File: src/rtl/bcd_display_counter_pkg.sv
// Shared types, segment constants and the digit-to-segment encoder for the
// BCD display counter.
package bcd_display_counter_pkg;

    typedef logic [3:0] bcd_digit_t;
    typedef logic [6:0] seg_t;

    // Active-low segment patterns, bit order {g,f,e,d,c,b,a}.
    localparam seg_t SEG_0     = 7'b1000000;
    localparam seg_t SEG_1     = 7'b1111001;
    localparam seg_t SEG_2     = 7'b0100100;
    localparam seg_t SEG_3     = 7'b0110000;
    localparam seg_t SEG_4     = 7'b0011001;
    localparam seg_t SEG_5     = 7'b0010010;
    localparam seg_t SEG_6     = 7'b0000010;
    localparam seg_t SEG_7     = 7'b1111000;
    localparam seg_t SEG_8     = 7'b0000000;
    localparam seg_t SEG_9     = 7'b0010000;
    localparam seg_t SEG_BLANK = 7'b1111111;

    // Non-decimal codes cannot occur in the count; they map to blank.
    function automatic seg_t seg_encode(input bcd_digit_t digit);
        case (digit)
            4'd0:    seg_encode = SEG_0;
            4'd1:    seg_encode = SEG_1;
            4'd2:    seg_encode = SEG_2;
            4'd3:    seg_encode = SEG_3;
            4'd4:    seg_encode = SEG_4;
            4'd5:    seg_encode = SEG_5;
            4'd6:    seg_encode = SEG_6;
            4'd7:    seg_encode = SEG_7;
            4'd8:    seg_encode = SEG_8;
            4'd9:    seg_encode = SEG_9;
            default: seg_encode = SEG_BLANK;
        endcase
    endfunction

endpackage

File: src/rtl/bcd_display_counter_if.sv
// Button inputs and display/count outputs of the BCD display counter.
// The master side owns the buttons; the slave side (the counter) owns the display.
interface bcd_display_counter_if
    import bcd_display_counter_pkg::*;
#(
    parameter int NUM_DIGITS = 4
);
    logic                    btn_inc;
    logic                    btn_dec;
    logic                    btn_clr;
    seg_t                    seg;
    logic [NUM_DIGITS-1:0]   an;
    logic [4*NUM_DIGITS-1:0] count_bcd;
    logic                    wrap;

    modport master (
        output btn_inc, btn_dec, btn_clr,
        input  seg, an, count_bcd, wrap
    );

    modport slave (
        input  btn_inc, btn_dec, btn_clr,
        output seg, an, count_bcd, wrap
    );
endinterface

File: src/rtl/bcd_display_counter_btn_conditioner.sv
// Raw push-button conditioning: 2-flop synchroniser, debouncer that accepts a
// level only after DEBOUNCE_CYCLES consecutive differing samples, and a
// registered rising-edge detector giving one pulse per accepted press.
module btn_conditioner #(
    parameter int DEBOUNCE_CYCLES = 1000000
) (
    input  logic clk,
    input  logic rst,
    input  logic btn_raw,
    output logic level,
    output logic press_pulse
);
    localparam int CNT_W = $clog2(DEBOUNCE_CYCLES + 1);

    logic             r_sync1;
    logic             r_sync2;
    logic             r_level;
    logic             r_level_d;
    logic             r_press;
    logic [CNT_W-1:0] r_cnt;

    // Bring the asynchronous pin into the clk domain.
    // NOTE: state registers use non-blocking assignments so every flop samples
    // pre-edge values; blocking here would collapse the two sync stages into one.
    always_ff @(posedge clk or posedge rst) begin
        if (rst) begin
            r_sync1 <= 1'b0;
            r_sync2 <= 1'b0;
        end else begin
            r_sync1 <= btn_raw;
            r_sync2 <= r_sync1;
        end
    end

    // Count consecutive cycles where the synced input differs from the accepted level.
    always_ff @(posedge clk or posedge rst) begin
        if (rst) begin
            r_level <= 1'b0;
            r_cnt   <= '0;
        end else if (r_sync2 == r_level) begin
            r_cnt <= '0;
        end else if (r_cnt == CNT_W'(DEBOUNCE_CYCLES - 1)) begin
            r_level <= r_sync2;
            r_cnt   <= '0;
        end else begin
            r_cnt <= r_cnt + 1'b1;
        end
    end

    // One-cycle pulse on each rising edge of the accepted level; releases are ignored.
    always_ff @(posedge clk or posedge rst) begin
        if (rst) begin
            r_level_d <= 1'b0;
            r_press   <= 1'b0;
        end else begin
            r_level_d <= r_level;
            r_press   <= r_level & ~r_level_d;
        end
    end

    assign level       = r_level;
    assign press_pulse = r_press;

endmodule

File: src/rtl/bcd_display_counter.sv
// Multi-digit BCD up/down counter driven by three debounced buttons, shown on a
// time-multiplexed common-anode 7-segment display with optional leading-zero blanking.
module bcd_display_counter
    import bcd_display_counter_pkg::*;
#(
    parameter int NUM_DIGITS      = 4,
    parameter int DEBOUNCE_CYCLES = 1000000,
    parameter int REFRESH_CYCLES  = 100000,
    parameter int BLANK_LEADING   = 0
) (
    input  logic                   clk,
    input  logic                   rst,
    bcd_display_counter_if.slave   bus
);
    localparam int SCAN_W = (REFRESH_CYCLES > 1) ? $clog2(REFRESH_CYCLES) : 1;
    localparam int IDX_W  = (NUM_DIGITS > 1) ? $clog2(NUM_DIGITS) : 1;

    logic                    w_inc_p;
    logic                    w_dec_p;
    logic                    w_clr_p;

    logic [4*NUM_DIGITS-1:0] r_count;
    logic                    r_wrap;
    logic [4*NUM_DIGITS-1:0] w_count_next;
    logic                    w_wrap_next;

    logic [SCAN_W-1:0]       r_scan_cnt;
    logic [IDX_W-1:0]        r_idx;
    logic [NUM_DIGITS-1:0]   r_an;
    seg_t                    r_seg;
    logic [IDX_W-1:0]        w_next_idx;
    bcd_digit_t              w_digit;
    logic                    w_lead_zero;
    seg_t                    w_seg_next;

    btn_conditioner #(.DEBOUNCE_CYCLES(DEBOUNCE_CYCLES)) u_cond_inc (
        .clk(clk), .rst(rst), .btn_raw(bus.btn_inc), .level(), .press_pulse(w_inc_p)
    );
    btn_conditioner #(.DEBOUNCE_CYCLES(DEBOUNCE_CYCLES)) u_cond_dec (
        .clk(clk), .rst(rst), .btn_raw(bus.btn_dec), .level(), .press_pulse(w_dec_p)
    );
    btn_conditioner #(.DEBOUNCE_CYCLES(DEBOUNCE_CYCLES)) u_cond_clr (
        .clk(clk), .rst(rst), .btn_raw(bus.btn_clr), .level(), .press_pulse(w_clr_p)
    );

    // Next count: clear wins, inc+dec cancel, otherwise ripple BCD carry/borrow.
    // NOTE: every output of a combinational block gets a default first so no
    // path leaves it unassigned, which would otherwise infer a latch.
    always_comb begin
        logic ripple;
        w_count_next = r_count;
        w_wrap_next  = 1'b0;
        ripple       = 1'b1;
        if (w_clr_p) begin
            w_count_next = '0;
        end else if (w_inc_p && !w_dec_p) begin
            for (int i = 0; i < NUM_DIGITS; i++) begin
                if (ripple) begin
                    if (r_count[4*i +: 4] == 4'd9) begin
                        w_count_next[4*i +: 4] = 4'd0;
                    end else begin
                        w_count_next[4*i +: 4] = r_count[4*i +: 4] + 4'd1;
                        ripple = 1'b0;
                    end
                end
            end
            w_wrap_next = ripple;
        end else if (w_dec_p && !w_inc_p) begin
            for (int i = 0; i < NUM_DIGITS; i++) begin
                if (ripple) begin
                    if (r_count[4*i +: 4] == 4'd0) begin
                        w_count_next[4*i +: 4] = 4'd9;
                    end else begin
                        w_count_next[4*i +: 4] = r_count[4*i +: 4] - 4'd1;
                        ripple = 1'b0;
                    end
                end
            end
            w_wrap_next = ripple;
        end
    end

    // Count register; wrap is high only in the cycle the wrapped value appears.
    always_ff @(posedge clk or posedge rst) begin
        if (rst) begin
            r_count <= '0;
            r_wrap  <= 1'b0;
        end else begin
            r_count <= w_count_next;
            r_wrap  <= w_wrap_next;
        end
    end

    // Select the digit for the next scan slot and decide whether it is a leading zero.
    always_comb begin
        logic upper_zero;
        w_next_idx  = (r_idx == IDX_W'(NUM_DIGITS - 1)) ? '0 : r_idx + 1'b1;
        w_digit     = '0;
        w_lead_zero = 1'b0;
        upper_zero  = 1'b1;
        for (int i = NUM_DIGITS - 1; i >= 0; i--) begin
            upper_zero = upper_zero && (r_count[4*i +: 4] == 4'd0);
            if (w_next_idx == IDX_W'(i)) begin
                w_digit     = r_count[4*i +: 4];
                w_lead_zero = upper_zero && (i != 0);
            end
        end
        w_seg_next = ((BLANK_LEADING != 0) && w_lead_zero) ? SEG_BLANK : seg_encode(w_digit);
    end

    // Dwell timer; at terminal count move to the next digit and latch its anode/segments.
    always_ff @(posedge clk or posedge rst) begin
        if (rst) begin
            r_scan_cnt <= '0;
            r_idx      <= '0;
            r_an       <= ~NUM_DIGITS'(1);
            r_seg      <= SEG_0;
        end else if (r_scan_cnt == SCAN_W'(REFRESH_CYCLES - 1)) begin
            r_scan_cnt <= '0;
            r_idx      <= w_next_idx;
            r_an       <= ~(NUM_DIGITS'(1) << w_next_idx);
            r_seg      <= w_seg_next;
        end else begin
            r_scan_cnt <= r_scan_cnt + 1'b1;
        end
    end

    assign bus.count_bcd = r_count;
    assign bus.wrap      = r_wrap;
    assign bus.an        = r_an;
    assign bus.seg       = r_seg;

endmodule

File: src/flat_wrapper.sv
// flat-port wrapper written by rule: the top's interface ports become plain ports
module bcd_display_counter_flat import bcd_display_counter_pkg::*;
#(
    parameter int NUM_DIGITS      = 4,
    parameter int DEBOUNCE_CYCLES = 1000000,
    parameter int REFRESH_CYCLES  = 100000,
    parameter int BLANK_LEADING   = 0
)
  (clk, rst, bus_btn_inc, bus_btn_dec, bus_btn_clr, bus_seg, bus_an, bus_count_bcd, bus_wrap);
  bcd_display_counter_if #(.NUM_DIGITS(NUM_DIGITS)) bus_i ();
  input  logic clk;
  input  logic rst;
  input wire logic [$bits(bus_i.btn_inc)-1:0] bus_btn_inc;
  input wire logic [$bits(bus_i.btn_dec)-1:0] bus_btn_dec;
  input wire logic [$bits(bus_i.btn_clr)-1:0] bus_btn_clr;
  output wire logic [$bits(bus_i.seg)-1:0] bus_seg;
  output wire logic [$bits(bus_i.an)-1:0] bus_an;
  output wire logic [$bits(bus_i.count_bcd)-1:0] bus_count_bcd;
  output wire logic [$bits(bus_i.wrap)-1:0] bus_wrap;
  assign bus_i.btn_inc = bus_btn_inc;
  assign bus_i.btn_dec = bus_btn_dec;
  assign bus_i.btn_clr = bus_btn_clr;
  assign bus_seg = bus_i.seg;
  assign bus_an = bus_i.an;
  assign bus_count_bcd = bus_i.count_bcd;
  assign bus_wrap = bus_i.wrap;
  bcd_display_counter #(.NUM_DIGITS(NUM_DIGITS), .DEBOUNCE_CYCLES(DEBOUNCE_CYCLES), .REFRESH_CYCLES(REFRESH_CYCLES), .BLANK_LEADING(BLANK_LEADING)) u_core (.clk(clk), .rst(rst), .bus(bus_i));
endmodule
File: config.mk
export PLATFORM = sky130hd
export DESIGN_NAME = bcd_display_counter_flat
export DESIGN_NICKNAME = d
export VERILOG_FILES = /design/src/rtl/bcd_display_counter_pkg.sv /design/src/rtl/bcd_display_counter_if.sv /design/src/rtl/bcd_display_counter_btn_conditioner.sv /design/src/rtl/bcd_display_counter.sv /design/src/flat_wrapper.sv
export SDC_FILE = /design/constraint.sdc
export NUM_CORES = 1
export LEC_CHECK = 0
export ABC_AREA = 1
export BUFFER_PORTS_ARGS = -buffer_cell sky130_fd_sc_hd__buf_2
export CORE_MARGIN = 4
export CORE_UTILIZATION = 45
export DETAILED_ROUTE_END_ITERATION = 8
export PLACE_DENSITY = 0.65
export SLEW_MARGIN = 0
export SYNTH_ARGS = -nofsm -noshare
export SYNTH_HDL_FRONTEND = slang
export SYNTH_SLANG_ARGS = --single-unit
File: constraint.sdc
create_clock -name clk -period 3.57 [get_ports clk]
set_input_delay 0 -clock clk [delete_from_list [all_inputs] [get_ports clk]]
set_output_delay 0 -clock clk [all_outputs]
set_load 0.05 [all_outputs]
==> results of run 1 <==
==> report_power, final <==
| part | total, µW | internal (µW) | switching [µW] |
|---|---|---|---|
| Sequential | 1400 | 1400 | 7.65 |
| Combinational | 67.1 | 17.3 | 49.8 |
| Clock | 1740 | 1130 | 609 |
==> metal layers <==
layer / track usage / part of all wire / vias to the layer above / wire (µm)
li1: - / - / 2976 / -
met1: 0.2387 / 0.49 / 2682 / 7074
met2: 0.2700 / 0.45 / 148 / 6479
met3: 0.04030 / 0.045 / 20 / 652
met4: 0.06236 / 0.019 / 0 / 269
met5: 0 / 0 / - / 0
==> state kept, by name (all words and copies together), names as in the netlist, 2 cells and up <==
| register | count |
|---|---|
| u_core.u_cond_clr.r_cnt | 20 |
| u_core.bus.seg | 7 |
| u_core.r_scan_cnt | 17 |
| u_core.bus.count_bcd | 16 |
| u_core.u_cond_dec.r_cnt | 20 |
| u_core.bus.an | 4 |
| u_core.u_cond_inc.r_cnt | 20 |
| u_core.r_idx | 2 |
==> kinds of logic (layout without fill, tap and decap cells) <==
kind of cell             after synthesis  in the layout  synth area share
AND/OR/NAND/NOR                      443            443            0.3047
buffers and inverters                136            194           0.07778
flip-flops                           122            122            0.4380
AO/OA/AOI/OAI                        120            120           0.09928
XOR/XNOR                              30             30           0.03763
adder cells (fa/ha/maj)               22             22           0.03943
multiplexers                           2              2          0.003226
==> stage by stage <==
step,cells,util,setup WS (ps)
3_5_place_dp,1085,0.4821,1608
6_report,1121,0.5245,1565
3_3_place_gp,1085,0.4821,1648
4_1_cts,1121,0.5245,1575
2_1_floorplan,875,-,334.1
5_1_grt,1121,0.5245,1377
==> placed cells by master, fill, tap and decap left out, drive strengths merged <==
master,synthesis,layout
a211o,1,1
a211oi,2,2
a21boi,1,1
a21o,2,2
a21oi,47,47
a31oi,8,8
and3,3,3
buf,11,33
bufinv,0,3
clkbuf,0,21
clkinv,1,3
clkinvlp,0,6
dfrtp,118,118
dfstp,4,4
dlygate4sd3,0,4
ha,22,22
inv,124,124
mux2,2,2
nand2,151,151
nand3,74,74
nand3b,3,3
nand4,22,22
nor2,139,139
nor3,39,39
nor3b,4,4
nor4,5,5
o211a,1,1
o211ai,10,10
o21a,4,4
o21ai,38,38
o21bai,1,1
o22ai,1,1
o31ai,3,3
o32ai,1,1
or2,3,3
xnor2,5,5
xor2,25,25
==> worst paths after layout <==
kind / from / endpoint / slack, ps / depth (start not counted)
worst max-delay path: u_core.r_idx[0] / u_core.bus.seg[3] / 1560 / 12
worst min-delay path: bus_btn_clr / u_core.u_cond_clr.r_sync1 / 230 / 2
worst max register to register: u_core.r_idx[0] / u_core.bus.seg[3] / 1560 / 12
worst min register to register: u_core.u_cond_dec.r_sync1 / u_core.u_cond_dec.r_sync2 / 350 / 0
max in group asynchronous: rst / u_core.u_cond_inc.r_cnt[15] / 2470 / 4
min in group asynchronous: rst / u_core.u_cond_clr.r_sync1 / 330 / 3
==> area by class of cell <==
class | instances | area share
Clock buffer | 21 | 0.05774
Multi-Input combinational cell | 617 | 0.4240
Clock inverter | 11 | 0.01820
Tap cell | 188 | 0.02950
Inverter | 125 | 0.05947
Sequential cell | 122 | 0.3835
Timing Repair Buffer | 37 | 0.02762
==> impl_metrics.toml, run 1 <==
[critical_path]
critical_path_class = "reg -> reg"
path_common_cell = "nand2_1"
critPathArrivalTime_ps = 2350
worst_setup_path_start_kind = "flop"
critPathBufInv = 2
cp.required_ps = 3910
path_cells = "inv_1 -> ha_1 -> a21oi_1 -> nand2_1 -> nand2_1 -> inv_1 -> ha_1 -> nand2_1 -> nand2_1 -> nor2_1 -> nor2_1 -> nor2_1"
path_max_fanout = 7
slowest_stage = "dfrtp_1"
critPathMaxStageDelay_ps = 420
critPathTopFamily = "simple AND/OR/NAND/NOR gates"
end_kind = "flop"

[timing]
finalMaxSlewViolations = 0
worstMarginPinSlew_ps = 882.0
hold_viol = 0
period_share = 0.5617
fmax_ghz = 0.4987
rsz0062_at_grt = "false"
setup_viol = 0
fin_skew_ps = 5.907
min_period_ps = 2005
tns_ps = 0
max_slew_margin = 0.4120
fin_hold_ws_ps = 229.8

[logic_synthesis]
synth_area_mm2 = 0.006982
synth_flop_cell = "dfrtp_1"
syn-num-nets = 902
yosysWarnings = 0
synth_most_common_cell = "nand2_1"
synth_common_cells = "137 x nand2_1, 120 x nor2_1, 118 x dfrtp_1, 104 x inv_1, 67 x nand3_1"
synth-seq-cells = 122
yosys.area.top_type = "dfrtp_1"
ys_types = 51
yosysSeqAreaShare = 0.4380
synth-edff-count = 0
synth_top_area_share = 0.4229
async_flop_share = 1.000
synth.avg_cell_area_um2 = 7.979
ys_top_cells_by_area = "dfrtp_1 42%, nand2_1 7.4%, nor2_1 6.5%"
syn_inst = 875

[power_and_ir_drop]
power.density_mw_per_mm2 = 402.6
power.total_uw = 3210
leakagePower_uw = 0.003830
ir_drop_uv = 315.4

[final_layout]
multi_input_area_mm2 = 0.003381
syn_to_final_growth_pct = 14.21
layout.nets = 947
diodes = 0
drive_gt1_frac = 0.1522
stdcell_area_mm2 = 0.007974
n_fill_cell = 1414
register_area_mm2 = 0.003058

[run_status]
status = "complete, no violations"

[drt]
final_antenna_net_count = 0
avgRoutedWirePerCell_um = 12.91
drt_iter0_drc = 340
dr.pass1.iters = 5
wl_um = 14480
avgViaCountPerCell = 5.197
drc = 0
route.vias.total = 5826

[cts]
max-clock-path-buffers = 2
clk_latency_ps = 410
root_buffer = "clkbuf_16"
clk_pin_slew_worst_paths_ps = 60
cts_tree = "built"
postCtsHoldBufs = 4
cts_resized = 0
cts_buffers = 17
cts_setup_buffers = 0
clock-sinks = 122
htree_levels = 4

[placement]
port_buffers = 32
hpwl_um = 10200
dpl_cell_area_mm2 = 0.007328
gp_congestion = 0.8575

[floorplanning]
core_area_mm2 = 0.01520
start_util = 0.4593
io_pins = 33
rows = 45
die_area_mm2 = 0.01757
die_h_um = 132.6
die_w_um = 132.6

[global_routing]
track_usage = 0.1737
antenna_found_initial = 0
grt_pass1_wl_um = 25550
grt_overflow_total = 0
grt_pass1_vias = 5551
grt_max_degree = 71

[run]
maxCapViolCount = 0

[worst_hold_path]
min_path_type = "in -> reg"
Note: power is estimated with default switching activity, not from simulation.
==> inputs of run 2 (changes only) <==
Settings changed: ABC_AREA 1 to 0, PLACE_DENSITY 0.65 to 0.68.
Clock period 3.57 ns to 1.8 ns, I/O delays scaled along.
==> run 2 against run 1 <==
The flow now finishes with violations (negative setup slack). Clock power rose by 93%. Synthesized cell count fell by 23%. Non-clock buffer count grew 110. Core utilization increased by 12 points. Fmax fell by 3.4%. Cell count is 9.9% lower. First-iteration DRC count up 28%. Highest routed layer unchanged.
==> impl_metrics.toml, run 2 <==
[run_status]
status = "finished with violations"
violations = "negative setup slack"

[placement]
gp_congestion = 0.8693
dpl_cell_area_mm2 = 0.007468
port_buffers = 32
hpwl_um = 9915
place_ws_ps = -250.9

[critical_path]
r2r-end = "u_core.bus.seg[5]"
worst_setup_path_start_kind = "flop"
path_common_cell = "buf_4"
end_kind = "flop"
path_cells = "buf_4 -> ha_4 -> a211oi_2 -> a221o_1 -> buf_4 -> nor2_2 -> nor3_4 -> o31ai_4"
reg2reg_setup_slack_ps = -280
path_max_fanout = 12
critical_path_class = "reg -> reg"
reg2reg_depth = 8
cp.required_ps = 2120
rr_startpoint = "u_core.r_idx[1]"
slowest_stage = "dfrtp_1"
critPathArrivalTime_ps = 2400
critPathMaxStageDelay_ps = 380

[global_routing]
top_usage_layer = "met2"
antenna_found_initial = 0
grt_pass1_vias = 5483
grtUsageMet3 = 0.04682
grt_use_met1 = 0.2396
grt_overflow_total = 0
grt_max_degree = 123
track_usage = 0.1957
gr-usage-met2 = 0.3334
grt_pass1_wl_um = 25880

[run]
maxCapViolCount = 0

[logic_synthesis]
ys_types = 56
synth.area.mux_share = 0.006867
syn-num-nets = 702
yosysWarnings = 0
ys_top_cells_by_area = "dfrtp_1 46%, nor2_1 5.7%, xnor2_1 5.1%"
yosysSeqAreaShare = 0.4795
synth-edff-count = 0
async_flop_share = 1.000
synth_flop_cell = "dfrtp_1"
synth_area_mm2 = 0.006377
synthXorXnorAreaFrac = 0.09751
synth-adder-area-share = 0.04316
syn_inst = 675
synth-simple-area-share = 0.2413
synth-seq-cells = 122
synth_most_common_cell = "dfrtp_1"
yosys.area.top_type = "dfrtp_1"
synth_top_family_by_area = "simple AND/OR/NAND/NOR gates"
synth_common_cells = "118 x dfrtp_1, 97 x nor2_1, 55 x nand2_1, 44 x nand3_1, 37 x xnor2_1"
synth.avg_cell_area_um2 = 9.448
synth_top_area_share = 0.4630
synth_compound_area_frac = 0.09986

[final_layout]
diodes = 0
multi_input_area_mm2 = 0.003777
layout_common_cells = "105 x dfrtp_1, 89 x buf_4, 87 x nor2_1"
final_common_cell = "dfrtp_1"
layout.nets = 844
register_area_mm2 = 0.003074
syn_to_final_growth_pct = 40.46
drive_gt1_frac = 0.3699
stdcell_area_mm2 = 0.008957
n_fill_cell = 1010
top_regs = "u_core.u_cond_clr.r_cnt (20), u_core.u_cond_dec.r_cnt (20), u_core.u_cond_inc.r_cnt (20)"

[cts]
cts_tree = "built"
htree_levels = 4
clock-sinks = 122
max-clock-path-buffers = 2
clk_pin_slew_worst_paths_ps = 60
clk_latency_ps = 420
root_buffer = "clkbuf_16"
cts_buffers = 17

[drt]
final_antenna_net_count = 0
avgRoutedWirePerCell_um = 15.85
avgViaCountPerCell = 5.609
route.vias.total = 5665
dr.pass1.iters = 5
drc = 0
wl_um = 16010
drt_iter0_drc = 436

[floorplanning]
die_h_um = 127.0
core_area_mm2 = 0.01388
die_w_um = 127.0
io_pins = 33
die_area_mm2 = 0.01614
start_util = 0.4594
rows = 43

[power_and_ir_drop]
leakagePower_uw = 0.003970
power.density_mw_per_mm2 = 703.7
power.total_uw = 6303
ir_drop_uv = 686.4

[worst_hold_path]
min_from = "bus_btn_dec"
holdPathEnd = "u_core.u_cond_dec.r_sync1"
hold_depth = 2
min_path_type = "in -> reg"

[timing]
finalMaxSlewViolations = 0
fin_skew_ps = 9.862
setup_viol = 31
fmax_ghz = 0.4818
worstMarginPinSlew_ps = 658.5
fin_hold_ws_ps = 221.3
max_slew_margin = 0.5610
hold_viol = 0
setup_slack_ps = -275.7
period_share = 1.153
rsz0062_at_grt = "true"
min_period_ps = 2076
## run 2: worst max-delay path by stage
stage / startpoint / end / slack (ps) / depth (start not counted)
after floorplan: u_core.bus.count_bcd[0] / u_core.bus.count_bcd[14] / -250 / 7
after global placement: u_core.r_scan_cnt[14] / u_core.bus.seg[6] / -170 / 5
final: u_core.r_idx[1] / u_core.bus.seg[5] / -280 / 8
after global routing: u_core.r_idx[1] / u_core.bus.seg[3] / -370 / 9
after CTS: u_core.r_idx[0] / u_core.bus.seg[1] / -160 / 6
after detailed placement: u_core.r_idx[0] / u_core.bus.seg[1] / -250 / 7
## run 2: power breakdown
group / total [µW] / switching [µW] / internal, µW
logic: 160 / 101 / 58.7
registers: 2780 / 16.8 / 2770
clock network: 3360 / 1280 / 2070
total: 6300 / 1400 / 4900
## run 2: layer usage
| metal | share of wire | vias to the layer above |
|---|---|---|
| met1 | 0.41 | 2780 |
| met4 | 0.030 | 0 |
| met3 | 0.052 | 52 |
| met2 | 0.51 | 180 |
| li1 | - | 2653 |
| met5 | 0 | - |
## run 2: cell type report
cell class                      count  area share
Clock buffer                       18     0.04903
Clock inverter                     14     0.01648
Inverter                           24     0.01159
Multi-Input combinational cell    505      0.4217
Sequential cell                   122      0.3432
Tap cell                          180     0.02514
Timing Repair Buffer              147      0.1328
## run 2: cells by family (layout without fill, tap and decap cells)
logic type | count (synthesis) | count (layout)
adder cells (fa/ha/maj) | 22 | 22
AO/OA/AOI/OAI | 97 | 97
multiplexers | 4 | 4
XOR/XNOR | 71 | 71
flip-flops | 122 | 122
AND/OR/NAND/NOR | 311 | 311
buffers and inverters | 48 | 203
## run 2: repair_timing
item / CTS / global route
setup buffers: 11 / 15
pin swaps: 37 / 32
endpoints found under the setup margin: 34 / 95
hold buffers: 4 / 0
gates cloned: 1 / 0
hold endpoints to repair: 121 / 0
resized for setup: 80 / 81
## run 2: worst max-delay path: cells and delay by family, from the launching register on
family / cells / cell delay (ps)
DFF: 1 / 380
and+or+nand+nor: 2 / 300
AOI/OAI and AO/OA: 3 / 680
adders and majority gates: 1 / 280
buffers and inverters: 2 / 340
## run 2: through the flow
stage,setup TNS (ps),std cells,utilization
global route,-4845,1010,0.6453
CTS,-1866,997,0.6139
floorplan,-2062,675,-
global placement,-2273,951,0.5380
detailed placement,-3561,951,0.5380
finish,-2360,1010,0.6453
